## src/rtl/tile_scan_gen.sv

```systemverilog
// Tile-grid scan generator: turns a VGA col/row stream into tile index and in-tile
// offset using incremental counters, delayed by PIPE pixel strobes.
module tile_scan_gen #(
  parameter int TILE   = 48,
  parameter int GRID_W = 10,
  parameter int GRID_H = 10,
  parameter int X0     = 80,
  parameter int Y0     = 0,
  parameter int COL_W  = 10,
  parameter int ROW_W  = 9,
  parameter int PIPE   = 2,
  parameter int SUB_W  = (TILE > 1) ? $clog2(TILE) : 1,
  parameter int TX_W   = (GRID_W > 1) ? $clog2(GRID_W) : 1,
  parameter int TY_W   = (GRID_H > 1) ? $clog2(GRID_H) : 1
) (
  input  logic             clk,
  input  logic             rstn,
  input  logic             pix_en,
  input  logic [COL_W-1:0] col_addr,
  input  logic [ROW_W-1:0] row_addr,
  output logic [TX_W-1:0]  tile_x,
  output logic [TY_W-1:0]  tile_y,
  output logic [SUB_W-1:0] sub_x,
  output logic [SUB_W-1:0] sub_y,
  output logic             in_grid,
  output logic             line_start,
  output logic             frame_start,
  output logic             out_valid
);

  if (X0 + GRID_W * TILE > (1 << COL_W)) begin : g_bad_col
    $error("tile_scan_gen: grid does not fit in col_addr range");
  end
  if (Y0 + GRID_H * TILE > (1 << ROW_W)) begin : g_bad_row
    $error("tile_scan_gen: grid does not fit in row_addr range");
  end
  if (PIPE < 1 || TILE < 2) begin : g_bad_par
    $error("tile_scan_gen: PIPE must be >= 1 and TILE >= 2");
  end

  localparam logic [COL_W-1:0] X0_C    = COL_W'(X0);
  localparam logic [ROW_W-1:0] Y0_C    = ROW_W'(Y0);
  localparam logic [SUB_W-1:0] SUB_TOP = SUB_W'(TILE - 1);
  localparam logic [TX_W-1:0]  TX_TOP  = TX_W'(GRID_W - 1);
  localparam logic [TY_W-1:0]  TY_TOP  = TY_W'(GRID_H - 1);

  typedef struct packed {
    logic             vld;
    logic             in_grid;
    logic             line_start;
    logic             frame_start;
    logic [TX_W-1:0]  tile_x;
    logic [TY_W-1:0]  tile_y;
    logic [SUB_W-1:0] sub_x;
    logic [SUB_W-1:0] sub_y;
  } stage_t;

  logic             h_act, v_act, h_act_n, v_act_n;
  logic [SUB_W-1:0] sub_x_q, sub_y_q, sub_x_n, sub_y_n;
  logic [TX_W-1:0]  tile_x_q, tile_x_n;
  logic [TY_W-1:0]  tile_y_q, tile_y_n;
  logic [COL_W-1:0] prev_col;
  logic [ROW_W-1:0] prev_row;
  logic             row_chg;
  stage_t           samp_p0;
  stage_t           pipe_p [1:PIPE];

  // Horizontal tracking: any non-consecutive column drops sync until the next X0.
  always_comb begin
    h_act_n  = h_act;
    sub_x_n  = sub_x_q;
    tile_x_n = tile_x_q;
    if (col_addr == X0_C) begin
      h_act_n  = 1'b1;
      sub_x_n  = '0;
      tile_x_n = '0;
    end else if (h_act && (col_addr == prev_col + COL_W'(1))) begin
      if (sub_x_q == SUB_TOP) begin
        sub_x_n = '0;
        if (tile_x_q == TX_TOP) begin
          tile_x_n = '0;
          h_act_n  = 1'b0;
        end else begin
          tile_x_n = tile_x_q + TX_W'(1);
        end
      end else begin
        sub_x_n = sub_x_q + SUB_W'(1);
      end
    end else begin
      h_act_n = 1'b0;
    end
  end

  // Vertical tracking only reacts to a change of row, so many strobes per line are harmless.
  assign row_chg = (row_addr != prev_row);

  always_comb begin
    v_act_n  = v_act;
    sub_y_n  = sub_y_q;
    tile_y_n = tile_y_q;
    if (row_chg) begin
      if (row_addr == Y0_C) begin
        v_act_n  = 1'b1;
        sub_y_n  = '0;
        tile_y_n = '0;
      end else if (v_act && (row_addr == prev_row + ROW_W'(1))) begin
        if (sub_y_q == SUB_TOP) begin
          sub_y_n = '0;
          if (tile_y_q == TY_TOP) begin
            tile_y_n = '0;
            v_act_n  = 1'b0;
          end else begin
            tile_y_n = tile_y_q + TY_W'(1);
          end
        end else begin
          sub_y_n = sub_y_q + SUB_W'(1);
        end
      end else begin
        v_act_n = 1'b0;
      end
    end
  end

  always_ff @(posedge clk or negedge rstn) begin
    if (!rstn) begin
      h_act    <= 1'b0;
      v_act    <= 1'b0;
      sub_x_q  <= '0;
      sub_y_q  <= '0;
      tile_x_q <= '0;
      tile_y_q <= '0;
      prev_col <= '0;
      prev_row <= '1;
    end else if (pix_en) begin
      h_act    <= h_act_n;
      v_act    <= v_act_n;
      sub_x_q  <= sub_x_n;
      sub_y_q  <= sub_y_n;
      tile_x_q <= tile_x_n;
      tile_y_q <= tile_y_n;
      prev_col <= col_addr;
      prev_row <= row_addr;
    end
  end

  // p0: sample for this strobe, coordinates forced to zero outside the grid
  always_comb begin
    samp_p0         = '0;
    samp_p0.vld     = 1'b1;
    samp_p0.in_grid = h_act_n && v_act_n;
    if (samp_p0.in_grid) begin
      samp_p0.tile_x      = tile_x_n;
      samp_p0.tile_y      = tile_y_n;
      samp_p0.sub_x       = sub_x_n;
      samp_p0.sub_y       = sub_y_n;
      samp_p0.line_start  = (sub_x_n == '0) && (tile_x_n == '0);
      samp_p0.frame_start = samp_p0.line_start && (sub_y_n == '0) && (tile_y_n == '0);
    end
  end

  // p1..pPIPE: delay line advancing only on pixel strobes
  always_ff @(posedge clk or negedge rstn) begin
    if (!rstn) begin
      for (int i = 1; i <= PIPE; i++) pipe_p[i] <= '0;
    end else if (pix_en) begin
      pipe_p[1] <= samp_p0;
      for (int i = 2; i <= PIPE; i++) pipe_p[i] <= pipe_p[i-1];
    end
  end

  assign tile_x      = pipe_p[PIPE].tile_x;
  assign tile_y      = pipe_p[PIPE].tile_y;
  assign sub_x       = pipe_p[PIPE].sub_x;
  assign sub_y       = pipe_p[PIPE].sub_y;
  assign in_grid     = pipe_p[PIPE].in_grid;
  assign line_start  = pipe_p[PIPE].line_start;
  assign frame_start = pipe_p[PIPE].frame_start;
  assign out_valid   = pipe_p[PIPE].vld;

endmodule

```

## config.mk

```make
export PLATFORM = sky130hd
export DESIGN_NAME = tile_scan_gen
export DESIGN_NICKNAME = d
export VERILOG_FILES = /design/src/rtl/tile_scan_gen.sv
export SDC_FILE = /design/constraint.sdc
export NUM_CORES = 1
export LEC_CHECK = 0
export ABC_AREA = 1
export CAP_MARGIN = 40
export CELL_PAD_IN_SITES_DETAIL_PLACEMENT = 0
export CELL_PAD_IN_SITES_GLOBAL_PLACEMENT = 1
export CORE_UTILIZATION = 43
export CTS_CLUSTER_DIAMETER = 200
export DETAILED_ROUTE_END_ITERATION = 8
export HOLD_SLACK_MARGIN = 0.12
export PLACE_DENSITY_LB_ADDON = 0.3
export SETUP_SLACK_MARGIN = 0.15
export SLEW_MARGIN = 20
export SYNTH_ARGS = -nofsm -noshare
export SYNTH_HDL_FRONTEND = slang
export SYNTH_SLANG_ARGS = --single-unit
```

## constraint.sdc

```tcl
create_clock -name clk -period 2.8 [get_ports clk]
set_input_delay 0.42 -clock clk [delete_from_list [all_inputs] [get_ports clk]]
set_output_delay 0.42 -clock clk [all_outputs]
set_load 0.02 [all_outputs]
```

==> metrics.txt, run 1 <==
ANT cells=0; Post-Syn Area=between 5000 and 6000 um2; I/O Buffers=45; Slew headroom=63.3%; CP Data Required Time=around 3.1 ns; GRT Total Usage=20.5%; critical path capture point type=flop; die area=13000 um2; Clock Pin Slew Worst Setup and Hold Paths=roughly 0.070 ns; Site Rows=40; layout cell share with drive strength beyond 1=11.3%; Pwr Density=~520 nW/um2; unrepaired setup endpoints after global routing=false; EDFF count, synth=0; peak supply drop=between 200 and 300 uV; initial DRC count=257; initial antenna violation count=0; Synth Warn #=0; first-pass GRT wire length=21.4 mm; Final ANT Viol Nets=0; status=completed; Mean Syn Cell Area=7.07 um2; WP data arrival=between 2 and 3 ns; critical path type=flop to flop; hpwl dp=9.15 mm; setup_tns=0 ns; Die Y=114 um; Max-cap violations=0; Slew Limit Fails=0; Primary FF master, synth=dfrtp_1; Sw Ratio=about 30%; core area=12200 um2; Final Hold Fails=0; Slew @ Worst Pin=0.550 ns; syn nets=792; Core Util, Final=roughly 52%; fin crit share=86.7%; post-layout power=3.31 mW; CTS H-Tree Depth=3; DRT Wirelength=12.4 mm; P_leak=3.21 nW; sw power=between 1 and 1.5 mW; post-synthesis cell count=approximately 770; hold slack=0.460 ns; CTS root buf=clkbuf_16; CTS max path bufs=2; Min Clock Period, post-route=2.43 ns; CTS sink cnt=89; DRC viols=0; critical path's largest stage delay=0.58 ns; post-DR vias/cell=4.93; I/O Pins=between 40 and 50; Vias=4810; Clock Skew=0.00813 ns; final number of setup-violating endpoints=0; TritonCTS Buffers=9; Starting Density=44.5%; clock power share=38.3%; number of global-route vias before repair=approximately 4700; first drt pass iteration count=5; worst-path cell chain=ha_2 > nand2_1 > nor2_4 > nand2_1 > nand2_1 > nand2_1 > nor2_4 > nand3_4 > clkinv_2 > nand2_1 > nand2_1 > nand2_2 > nor2_8 > nand3_1 > nor2_1 > nand2_1 > nand2_1; sequential power share=43.9%; hold crit path type=flop to flop; Netlist cell types=38; Final nets=828; total gr overflow=0; ys async rst share=100%; CP Max Fanout=8; CTS tree=yes; Cell Int Power=2.29 mW; area grow syn2layout=16.8%; Die Width=114 um; slowest CP cell=dfstp_2; mean routed wirelength per cell=12.7 um; CP Launch Type=flop; Synth Register Bits=89; pin count of the biggest net entering global routing=57; sequential cell area fraction in the yosys report=41.3%; gp weighted congestion=0.876; cell mode on critical path=nand2_1; worst-skew pair later-pin latency=0.35 ns; Fmax=412 MHz; Gate power share=approximately 18%
-- registers in the layout (all words and copies together), names as in the netlist --
name / flops
frame_start: 1
h_act: 1
in_grid: 1
line_start: 1
out_valid: 1
pipe_p: 24
prev_col: 10
prev_row: 9
sub_x: 6
sub_x_q: 6
sub_y: 6
sub_y_q: 6
tile_x: 4
tile_x_q: 4
tile_y: 4
tile_y_q: 4
v_act: 1
-- power groups by stage --
| stage | registers [mW] | logic, mW | clock network [mW] |
|---|---|---|---|
| after floorplan | 1.45 | 0.396 | 0 |
| after global placement | 1.47 | 0.573 | 0 |
| after detailed placement | 1.47 | 0.585 | 0 |
| after CTS | 1.45 | 0.588 | 1.30 |
| after global routing | 1.47 | 0.680 | 1.35 |
| final | 1.45 | 0.590 | 1.27 |
-- logic make-up after synthesis --
group / count (synthesis) / share of synthesized area [%]
simple gates: 460 / 37.4
buf+inv: 123 / 10.1
fa+ha+maj: 4 / 0.924
xor+xnor: 7 / 1.13
flops: 89 / 41.3
compound gates: 83 / 9.15
-- cell usage in the layout, fill, tap and decap left out, types with 3 or more instances in the layout --
master	instances
nand4_1	19
inv_1	79
a22o_1	5
dfstp_2	9
nand3_2	4
xor2_1	3
or2_2	3
dfrtp_1	80
inv_2	4
o21ai_0	52
nor2_2	5
a21oi_1	11
nor2_1	40
nand2_1	307
nand2_2	6
nor3_1	8
clkdlybuf4s50_1	43
nand3_1	51
ha_1	3
o21ai_2	9
buf_4	15
clkbuf_16	9
nand3b_1	3
xnor2_1	4
nor2_4	7
-- worst max-delay path: cells and delay by family, from the launching register on --
kind | cells | cell delay (ns)
and+or+nand+nor | 15 | 1.44
buffers and inverters | 1 | 0.09
adders and majority gates | 1 | 0.22
DFF | 1 | 0.58
-- synth_stat cells, types with 8 or more instances --
cell,number,area [um2]
nor2_1,40,150
clkbuf_1,15,56.3
buf_4,20,150
nand4_1,19,119
o21ai_0,52,260
a21oi_1,11,55.1
nand2_1,307,1150
dfrtp_1,80,2000
nand3_1,51,255
o21ai_2,9,78.8
inv_1,79,297
nor3_1,8,40.0
dfstp_2,9,236
-- layer usage --
layer	vias up	GRT usage [%]	wire length [um]
met5	-	0	0
met3	20	3.07	265
met2	59	34.8	6000
met1	2258	26.5	5860
met4	0	7.45	246
li1	2473	-	-
-- timing repair --
action,CTS,global route
buffers inserted,0,2
hold buffers,1,0
resized for setup,0,4
endpoints found under the setup margin,0,11
endpoints found under the hold margin,30,0
-- cell type report --
class                      count  area, um2
fill                        1242       5840
multi-input combinational    554       2640
sequential                    89       2240
timing repair buffer          62        598
inverter                      86        327
clock buffer                   9        225
tap                          168        210
clock inverter                 7       87.6
-- metrics by stage --
stage | worst slack, ns | area [um2] | cells
floorplan | 0.621 | 5420 | 766
global placement | 0.177 | 5960 | 955
detailed placement | 0.124 | 5960 | 955
CTS | 0.316 | 6280 | 972
global route | 0.156 | 6330 | 975
finish | 0.373 | 6330 | 975
-- path summary, 6_finish.rpt --
path | from | end | slack, ns | depth (start not counted)
hold reg to reg | pipe_p[46] | in_grid | 0.46 | 2
setup reg to reg | prev_row[0] | pipe_p[44] | 0.37 | 17
hold / removal | pipe_p[46] | in_grid | 0.46 | 2
min in group asynchronous | rstn | sub_y_q[5] | 0.57 | 2
setup / recovery | prev_row[0] | pipe_p[44] | 0.37 | 17
max in group asynchronous | rstn | prev_row[0] | 1.56 | 3
(Power assumes the default switching activity.)
==> run 2, diff against run 1 <==
Settings changed: ABC_CLOCK_PERIOD_IN_PS from default to 2800.
==> results of run 2 <==
Same layout as run 1: the final DEF is identical, and so are final timing and power.
